File: src/rtl/conv_code_pkg.sv
// Shared definitions for the rate-1/2 convolutional encoder.
//   - state_e   : frame FSM states
//   - K_MIN/K_MAX : legal constraint-length range
//   - gen_pair  : {G0,G1} generator taps (6 bits each) for a given K
//   - parity    : XOR reduction
//   - sr_mask   : mask keeping only the K-1 live shift-register bits
package conv_code_pkg;

  typedef enum logic [1:0] {StIdle, StData, StTail} state_e;

  localparam logic [2:0] K_MIN = 3'd3;
  localparam logic [2:0] K_MAX = 3'd6;

  // Taps are right-aligned: the MSB of a K-bit generator multiplies the newest input bit.
  function automatic logic [11:0] gen_pair(input logic [2:0] k);
    logic [11:0] g;
    unique case (k)
      3'd4:    g = {6'o17, 6'o15};
      3'd5:    g = {6'o23, 6'o35};
      3'd6:    g = {6'o53, 6'o75};
      default: g = {6'o07, 6'o05};
    endcase
    return g;
  endfunction

  function automatic logic parity(input logic [5:0] vec);
    return ^vec;
  endfunction

  function automatic logic [4:0] sr_mask(input logic [2:0] k);
    logic [5:0] m;
    m = (6'd1 << (k - 3'd1)) - 6'd1;
    return m[4:0];
  endfunction

endpackage

File: src/rtl/conv_encoder_sys_if.sv
// Handshake bundle of the convolutional encoder.
//   Input side : choose_constraint_length, in_bit, in_last, in_valid -> in_ready
//   Output side: encoded_bits, sym_last, sym_valid -> sym_ready
// slave = encoder view, master = source/sink view.
interface conv_encoder_sys_if;
  logic [2:0] choose_constraint_length;
  logic       in_bit;
  logic       in_last;
  logic       in_valid;
  logic       in_ready;
  logic [1:0] encoded_bits;
  logic       sym_last;
  logic       sym_valid;
  logic       sym_ready;

  modport slave (
    input  choose_constraint_length, in_bit, in_last, in_valid, sym_ready,
    output in_ready, encoded_bits, sym_last, sym_valid
  );

  modport master (
    output choose_constraint_length, in_bit, in_last, in_valid, sym_ready,
    input  in_ready, encoded_bits, sym_last, sym_valid
  );
endinterface

File: src/rtl/conv_sym_gen.sv
// Combinational symbol generator.
//   u   : current input bit
//   sr  : past bits, sr[0] most recent
//   k   : constraint length (3..6)
//   sym : {g0,g1}
module conv_sym_gen
  import conv_code_pkg::*;
(
  input  logic       u,
  input  logic [4:0] sr,
  input  logic [2:0] k,
  output logic [1:0] sym
);

  logic [5:0]  full;
  logic [5:0]  w;
  logic [11:0] gp;

  always_comb begin
    // Full 6-bit window, newest bit on top; shifting right leaves the K-bit window.
    full = {u, sr[0], sr[1], sr[2], sr[3], sr[4]};
    w    = full >> (3'd6 - k);
    gp   = gen_pair(k);
    sym  = {parity(gp[11:6] & w), parity(gp[5:0] & w)};
  end

endmodule

File: src/rtl/conv_encoder_sys.sv
// Rate-1/2 convolutional encoder with per-frame K (3..6) and zero-tail termination.
//   clk, rst : clock (rising edge), asynchronous active-high reset
//   bus      : slave modport; bit stream in, 2-bit symbols out, valid/ready on both sides
module conv_encoder_sys
  import conv_code_pkg::*;
#(
  parameter bit          TAIL_ENABLE = 1'b1,
  parameter int unsigned DEFAULT_K   = 3
) (
  input  logic                clk,
  input  logic                rst,
  conv_encoder_sys_if.slave   bus
);

  state_e     state_q, state_d;
  logic [4:0] sr_q, sr_d;
  logic [2:0] k_q, k_d;
  logic [2:0] tail_cnt_q, tail_cnt_d;
  logic       sym_valid_q, sym_valid_d;
  logic [1:0] enc_q, enc_d;
  logic       last_q, last_d;

  logic       out_free;
  logic       accept;
  logic       launch;
  logic       u;
  logic [2:0] k_sel;
  logic [2:0] k_eff;
  logic [1:0] sym;

  assign out_free     = !sym_valid_q || bus.sym_ready;
  assign bus.in_ready = (state_q != StTail) && out_free;
  assign accept       = bus.in_valid && bus.in_ready;
  assign launch       = accept || ((state_q == StTail) && out_free);
  assign u            = accept ? bus.in_bit : 1'b0;

  assign k_sel = ((bus.choose_constraint_length < K_MIN) ||
                  (bus.choose_constraint_length > K_MAX)) ? 3'(DEFAULT_K)
                                                          : bus.choose_constraint_length;
  // K is only taken from the input on the first bit of a frame.
  assign k_eff = (state_q == StIdle) ? k_sel : k_q;

  conv_sym_gen u_sym_gen (
    .u   (u),
    .sr  (sr_q),
    .k   (k_eff),
    .sym (sym)
  );

  always_comb begin
    state_d     = state_q;
    sr_d        = sr_q;
    k_d         = k_q;
    tail_cnt_d  = tail_cnt_q;
    sym_valid_d = sym_valid_q;
    enc_d       = enc_q;
    last_d      = last_q;

    if (out_free) sym_valid_d = 1'b0;

    if (launch) begin
      sym_valid_d = 1'b1;
      enc_d       = sym;
      last_d      = 1'b0;
      sr_d        = {sr_q[3:0], u} & sr_mask(k_eff);
    end

    if (accept) begin
      if (state_q == StIdle) begin
        k_d     = k_sel;
        state_d = StData;
      end
      if (bus.in_last) begin
        if (TAIL_ENABLE) begin
          state_d    = StTail;
          tail_cnt_d = k_eff - 3'd1;
        end else begin
          state_d = StIdle;
          sr_d    = '0;
          last_d  = 1'b1;
        end
      end
    end else if (launch) begin
      // Tail symbol with zero input.
      tail_cnt_d = tail_cnt_q - 3'd1;
      if (tail_cnt_q == 3'd1) begin
        last_d  = 1'b1;
        sr_d    = '0;
        state_d = StIdle;
      end
    end
  end

  always_ff @(posedge clk or posedge rst) begin
    if (rst) begin
      state_q     <= StIdle;
      sr_q        <= '0;
      k_q         <= 3'(DEFAULT_K);
      tail_cnt_q  <= '0;
      sym_valid_q <= 1'b0;
      enc_q       <= 2'b00;
      last_q      <= 1'b0;
    end else begin
      state_q     <= state_d;
      sr_q        <= sr_d;
      k_q         <= k_d;
      tail_cnt_q  <= tail_cnt_d;
      sym_valid_q <= sym_valid_d;
      enc_q       <= enc_d;
      last_q      <= last_d;
    end
  end

  assign bus.sym_valid    = sym_valid_q;
  assign bus.encoded_bits = enc_q;
  assign bus.sym_last     = last_q;

endmodule

File: src/flat_wrapper.sv
// flat-port wrapper written by rule: the top's interface ports become plain ports
module conv_encoder_sys_flat import conv_code_pkg::*;
#(
  parameter bit          TAIL_ENABLE = 1'b1,
  parameter int unsigned DEFAULT_K   = 3
)
  (clk, rst, bus_choose_constraint_length, bus_in_bit, bus_in_last, bus_in_valid, bus_sym_ready, bus_in_ready, bus_encoded_bits, bus_sym_last, bus_sym_valid);
  conv_encoder_sys_if bus_i ();
  input  logic clk;
  input  logic rst;
  input wire logic [$bits(bus_i.choose_constraint_length)-1:0] bus_choose_constraint_length;
  input wire logic [$bits(bus_i.in_bit)-1:0] bus_in_bit;
  input wire logic [$bits(bus_i.in_last)-1:0] bus_in_last;
  input wire logic [$bits(bus_i.in_valid)-1:0] bus_in_valid;
  input wire logic [$bits(bus_i.sym_ready)-1:0] bus_sym_ready;
  output wire logic [$bits(bus_i.in_ready)-1:0] bus_in_ready;
  output wire logic [$bits(bus_i.encoded_bits)-1:0] bus_encoded_bits;
  output wire logic [$bits(bus_i.sym_last)-1:0] bus_sym_last;
  output wire logic [$bits(bus_i.sym_valid)-1:0] bus_sym_valid;
  assign bus_i.choose_constraint_length = bus_choose_constraint_length;
  assign bus_i.in_bit = bus_in_bit;
  assign bus_i.in_last = bus_in_last;
  assign bus_i.in_valid = bus_in_valid;
  assign bus_i.sym_ready = bus_sym_ready;
  assign bus_in_ready = bus_i.in_ready;
  assign bus_encoded_bits = bus_i.encoded_bits;
  assign bus_sym_last = bus_i.sym_last;
  assign bus_sym_valid = bus_i.sym_valid;
  conv_encoder_sys #(.TAIL_ENABLE(TAIL_ENABLE), .DEFAULT_K(DEFAULT_K)) u_core (.clk(clk), .rst(rst), .bus(bus_i));
endmodule
File: config.mk
export PLATFORM = sky130hd
export DESIGN_NAME = conv_encoder_sys_flat
export DESIGN_NICKNAME = d
export VERILOG_FILES = /design/src/rtl/conv_code_pkg.sv /design/src/rtl/conv_encoder_sys_if.sv /design/src/rtl/conv_sym_gen.sv /design/src/rtl/conv_encoder_sys.sv /design/src/flat_wrapper.sv
export SDC_FILE = /design/constraint.sdc
export NUM_CORES = 1
export LEC_CHECK = 0
export BUFFER_PORTS_ARGS = -buffer_cell sky130_fd_sc_hd__buf_2
export CAP_MARGIN = 20
export CORE_AREA = 5 5 67 69
export CTS_BUF_LIST = sky130_fd_sc_hd__clkbuf_16
export CTS_CLUSTER_DIAMETER = 60
export DETAILED_ROUTE_END_ITERATION = 10
export DIE_AREA = 0 0 72 74
export GPL_TIMING_DRIVEN = 1
export PLACE_DENSITY = 0.67
export REMOVE_ABC_BUFFERS = 1
export SYNTH_ARGS = -nofsm -noshare
export SYNTH_HDL_FRONTEND = slang
export SYNTH_HIERARCHICAL = 1
export SYNTH_SLANG_ARGS = --single-unit
File: constraint.sdc
create_clock -name clk -period 3.4 [get_ports clk]
set_input_delay 0.68 -clock clk [delete_from_list [all_inputs] [get_ports clk]]
set_output_delay 0.68 -clock clk [all_outputs]
set_load 0.05 [all_outputs]
==> Word level (Yosys, flattened, before mapping) <==
Cells that the tools add are included.
{ "op_classes": {"addsub": 4, "bitwise_logic": 3, "muxes": 22, "reduce_logical": 15, "n_eq_ne": 8, "n_shift": 2, "order_cmp": 2} }
{ "op_table": {"columns": ["cell", "count"], "rows": [
  ["12-bit case mux with 3 select lines", 1],
  ["5-bit 2-to-1 mux", 4],
  ["3-bit 2-to-1 mux", 5],
  ["6-bit AND", 2],
  ["6-bit parity", 2],
  ["2-bit 2-to-1 mux", 5],
  ["3-bit == test, second input constant", 3],
  ["1-bit 2-to-1 mux", 7],
  ["2-bit nonzero test", 3],
  ["6-bit by 3-bit >> shifter with 6-bit output", 1],
  ["3-bit by 1-bit subtractor with 3-bit output, second input constant", 2],
  ["5-bit AND", 1],
  ["1-bit by 3-bit left shift with 5-bit output, first input constant", 1],
  ["5-bit by 1-bit subtractor with 5-bit output, second input constant", 1],
  ["2-bit inequality test, second input constant", 2],
  ["3-bit by 1-bit == test with 1-bit output, second input constant", 1],
  ["3-bit greater-than comparator, second input constant", 1],
  ["1-bit logical AND", 3],
  ["1-bit logical OR", 3],
  ["3-bit by 2-bit less-than comparator with 1-bit output, second input constant", 1],
  ["3-bit inequality test, second input constant", 1],
  ["3-bit AND reduction", 1],
  ["3-bit subtractor, first input constant", 1],
  ["2-bit == test, second input constant", 1],
  ["3 further kinds", 3]
]} }
{ "word_totals": {"inputBits": 9, "register_bits": 17, "elab_cells": 63, "out_inout_bits": 5} }

==> Logic depth before layout (Yosys ltp) <==
{ "depth": {"depth_word": 12, "mapped_depth": 14, "depth_no_buf": 13} }

==> By module <==
The synthesis kept the hierarchy.
{ "modules_own_cells": {"columns": ["mod", "area_per_inst_um2", "cells_each", "instances", "seq_area_each_um2"], "rows": [
  ["conv_encoder_sys", 1067.3, 106, 1, 427.9],
  ["conv_sym_gen", 394.1, 51, 1, 0.0]
]} }

==> Worst setup path before layout <==
Ideal clock, no wire load.
{ "synth_timing": {"path_type": "input -> register", "from": "input bus_choose_constraint_length[0]", "to": "register u_core.enc_q[1], in the netlist u_core/bus.encoded_bits[1]", "cell_stages": 13, "n_path_buf": 2, "slack_ns": -0.057, "setup_time_ns": 0.125, "arrival_ns": 3.332, "required_time_ns": 3.275, "path_cell_list": "or4b_1 o21ai_2 inv_1 buf_6 inv_1 ha_1 buf_2 mux4_2 xnor2_1 a221o_1 xnor2_1 xnor2_1 mux2_4"} }
{ "synth_between": {"elab_chain_cells": 8, "elab_cells_between_ends": 13, "cone_classes": "1 x add/sub; 2 x order compare; 3 x eq/ne; 1 x shift; 3 x mux; 1 x bitwise; 2 x reduce/logical"} }
{ "synth_lines": {"columns": ["item", "line", "text"], "rows": [
  ["start, declared", "flat_wrapper.sv:11", "input wire logic [$bits(bus_i.choose_constraint_length)-1:0] bus_choose_constraint_length;"],
  ["3-bit by 2-bit less-than comparator with 1-bit output or 3-bit greater-than comparator (tied branches)", "conv_encoder_sys.sv:37, conv_encoder_sys.sv:38", null],
  ["1-bit logical OR", "conv_encoder_sys.sv:37", "assign k_sel = ((bus.choose_constraint_length < K_MIN) ||"],
  ["3-bit 2-to-1 mux (*)", "conv_encoder_sys.sv:38", "(bus.choose_constraint_length > K_MAX)) ? 3'(DEFAULT_K)"],
  ["3-bit 2-to-1 mux (*)", "conv_encoder_sys.sv:41", "assign k_eff = (state_q == StIdle) ? k_sel : k_q;"],
  ["net u_core.k_eff[0]", "conv_encoder_sys.sv:28", "logic [2:0] k_eff;"],
  ["3-bit subtractor or 3-bit == test (tied branches)", "conv_sym_gen.sv:22, conv_code_pkg.sv:17", null],
  ["6-bit by 3-bit >> shifter with 6-bit output or 12-bit case mux with 3 select lines (tied branches)", "conv_sym_gen.sv:22, conv_code_pkg.sv:17", null],
  ["6-bit AND (*)", "conv_sym_gen.sv:24", "sym = {parity(gp[11:6] & w), parity(gp[5:0] & w)};"],
  ["6-bit parity (*)", "conv_code_pkg.sv:27", "return ^vec;"],
  ["net u_core.sym[1]", "conv_encoder_sys.sv:29", "logic [1:0] sym;"],
  ["end signal, assigned", "conv_encoder_sys.sv:109", "enc_q <= enc_d;"],
  ["end, declared", "conv_encoder_sys.sv:20", "logic [1:0] enc_q, enc_d;"]
]} }
The timed path passes the listed nets; every way through them passes the cells marked *.
A chain may end at the register's enable or synchronous reset.

==> Worst setup path in the final report <==
Same ends and word-level chain as after synthesis.

==> impl_metrics.toml <==
[run_status]
outcome = "complete, no violations"

[timing]
holdWs_ns = 0.480
setup_tns_ns = 0
min_period_ns = 3.08
timing.final.crit_share_pct = 90.5
clock_skew_ns = 0.00330
worst_slew_margin_rel_pct = 54.4
tightest_slew_ns = 0.684
final.setup.worst_slack_ns = 0.323
setup_viol = 0
maxSlewViolCount = 0
fmax_mhz = 325
grt_setup_unrepaired = "no"
hold_viol_final = 0

[floorplan]
fp.coreArea_um2 = 3860
ioPinCount = 14
die_w_um = 72
start_util_pct = 37.9
die_y_um = 74
fp.dieArea_um2 = 5330
rows = 23

[setup_path]
cp-start-kind = "input pin"
worstPathArrival_ns = 3.21
path_class = "in2reg"
crit_path_top_delay_cell = "or4b_1"
crit_path_end_kind = "flop"
required_ns = 3.53
crit_chain = "buf_2, or4b_1, o21ai_2, inv_1, inv_1, ha_1, mux4_2, xnor2_1, a221o_1, xnor2_1, xnor2_1, mux2_4"
cpMostUsedCell = "xnor2_1"
ff2ff_setup_slack_ns = 0.36
cpPeakStageDelay_ns = 0.51
cp_max_fo = 5

[synth]
yosysUniqueCellTypes = 50
synth_top_area_share_pct = 25.7
synth_top_cell_by_area = "dfrtp_1"
ys_ff_latch = 17
synth_edf_count = 0
ys_top_cells_by_area = "dfrtp_1 26%, ha_1 10%, mux2_2 5.4%"
syn_avg_cell_area_um2 = 9.31
syn_area_um2 = 1460
synthCells = 157
ys_warn_count = 6
ys_top_cells_by_count = "16 x nand2_1, 15 x dfrtp_1, 12 x ha_1, 12 x inv_1, 11 x nor2_1"
async_flop_share_pct = 100
yosysMostFrequentCell = "nand2_1"
synth_flop_cell = "dfrtp_1"
yosysSeqAreaShare_pct = 29.3

[route]
via_count = 1156
routed_via_density = 5.16
dr.pass1.iters = 4
post_drt_wl_per_cell_um = 13.3
drt_wl_total_mm = 2.97
drtIter0Drc = 76
dr.max_layer_used = "met4"
wl_met3_um = 128
drt-met1-wl_mm = 1.39
ant_nets = 0
drc = 0
dr_wl_met2_mm = 1.41

[clock_network]
htree_levels = 1
cts.repair.resized = 0
clk_path_buf_depth = 2
cts.sinks = 17
ctsRootBufferMaster = "clkbuf_16"
tritoncts = "built"
clk_pin_slew_worst_paths_ns = 0.06
cts_hold_buf = 0
post_cts_buffers = 0
numCtsBuffers = 3
clock_latency_ns = 0.25

[power]
leakagePower_nw = 0.762
p_switching_mw = 0.839
p_comb_share_pct = 66.6
p_per_area_nw_per_um2 = 1110
ir_worst_vdd_mv = 0.552
clockPowerShare_pct = 13.3
p_int_mw = 1.02
power_frac_seq_pct = 20.1
p_sw_share_pct = 45.2

[placement]
hpwl_mm = 2.28
gp_congestion = 0.777
port_buffers = 13
post-place-ws_ns = 0.0496

[worst_hold_path]
hold_class = "reg2reg"

[cells_and_area]
num-nets-final = 196
utilization_pct = 43.3
insertedDiodeCount = 0
drive_above_1_share_pct = 24.7
area_growth_pct = 14.3

[global_route]
grt_max_degree = 18
grt.overflow.total = 0
antenna_found_initial = 0
grt_use_total_pct = 12.4
grt_first_pass_wirelength_mm = 5.24
grt_pass1_vias = 1137

[flow_run]
drv_cap = 0
==> path summary, 6_finish.rpt <==
check / start / end / cells after the start
worst max-delay path: bus_choose_constraint_length[0] / u_core/bus.encoded_bits[1]$_DFFE_PP0N_ / 12
worst min-delay path: flop / flop / 2
worst max register to register: u_core/state_q[1]$_DFFE_PP0P_ / u_core/bus.encoded_bits[1]$_DFFE_PP0N_ / 11
worst min register to register: flop / flop / 2
max in group asynchronous: rst / u_core/sr_q[0]$_DFF_PP0_ / 2
min in group asynchronous: rst / u_core/sr_q[4]$_DFF_PP0_ / 2
==> state kept, by name (all words and copies together), names as in the netlist, named ones only <==
| register | cells |
|---|---|
| u_core/sr_q | 5 |
| u_core/bus.sym_valid | 1 |
| u_core/tail_cnt_q | 3 |
| u_core/k_q | 3 |
| u_core/bus.encoded_bits | 2 |
| u_core/state_q | 2 |
==> final cells by class <==
cell class | count | area [µm²]
inverters | 12 | 45.0
flip-flops and latches | 17 | 428
repair buffers | 17 | 95.1
fillers | 395 | 2190
clock inverters | 1 | 7.51
clock buffers | 3 | 75.1
multi-input cells | 124 | 957
well taps | 50 | 62.6
==> logic make-up after synthesis <==
| group | share of synthesized area, % |
|---|---|
| multiplexers | 13.0 |
| buffers and inverters | 5.22 |
| flip-flops | 29.3 |
| XOR/XNOR | 5.39 |
| AO/OA/AOI/OAI | 15.8 |
| AND/OR/NAND/NOR | 21.1 |
| adder cells (fa/ha/maj) | 10.3 |
==> placed cells by master (no fill, tap or decap), types with 2 or more instances in the layout <==
master     synthesis  final
a21oi_1            8      8
o21ai_0            5      5
mux2_2             7      7
xnor2_1            7      7
nand2b_1           4      4
nor3_1             4      4
buf_4              0      4
o31ai_1            2      2
mux4_2             2      2
nor2b_1            5      5
nor2_1            11     11
nand3_1            2      2
inv_1             12     12
a31oi_1            2      2
o41ai_2            2      2
xor2_1             2      2
mux2i_1            4      4
dfrtp_1           15     15
nand2_1           16     16
a21boi_0           2      2
clkbuf_16          0      3
o21ai_2            2      2
ha_1              12     12
dfstp_2            2      2
buf_2              1     13
==> through the flow <==
stage	power, mW	instances	instance area (µm²)
after global placement	1.59	220	1590
after floorplan	1.34	153	1430
final	1.86	224	1670
after detailed placement	1.61	220	1590
after global routing	2.03	224	1670
after CTS	1.87	224	1670
==> critical path, delay by kind of cell <==
family	cells	cell delay [ns]
xor gates and xnor gates	3	0.44
AOI/OAI and AO/OA	2	0.44
adders and majority gates	1	0.30
buffers and inverters	3	0.24
muxes	2	0.60
and+or+nand+nor	1	0.51
==> power by group through the flow <==
stage	sequential [mW]	combinational, mW	clock, mW
after floorplan	0.403	0.934	0
after global placement	0.375	1.22	0
after detailed placement	0.378	1.23	0
after CTS	0.376	1.24	0.252
after global routing	0.391	1.38	0.263
final	0.374	1.24	0.247
==> per-layer routing <==
metal	up-vias	global-route usage [%]
met5	-	0
met3	8	3.65
met4	0	2.30
met1	539	15.1
li1	585	-
met2	24	22.0
Power figures use the tool's default switching activity.
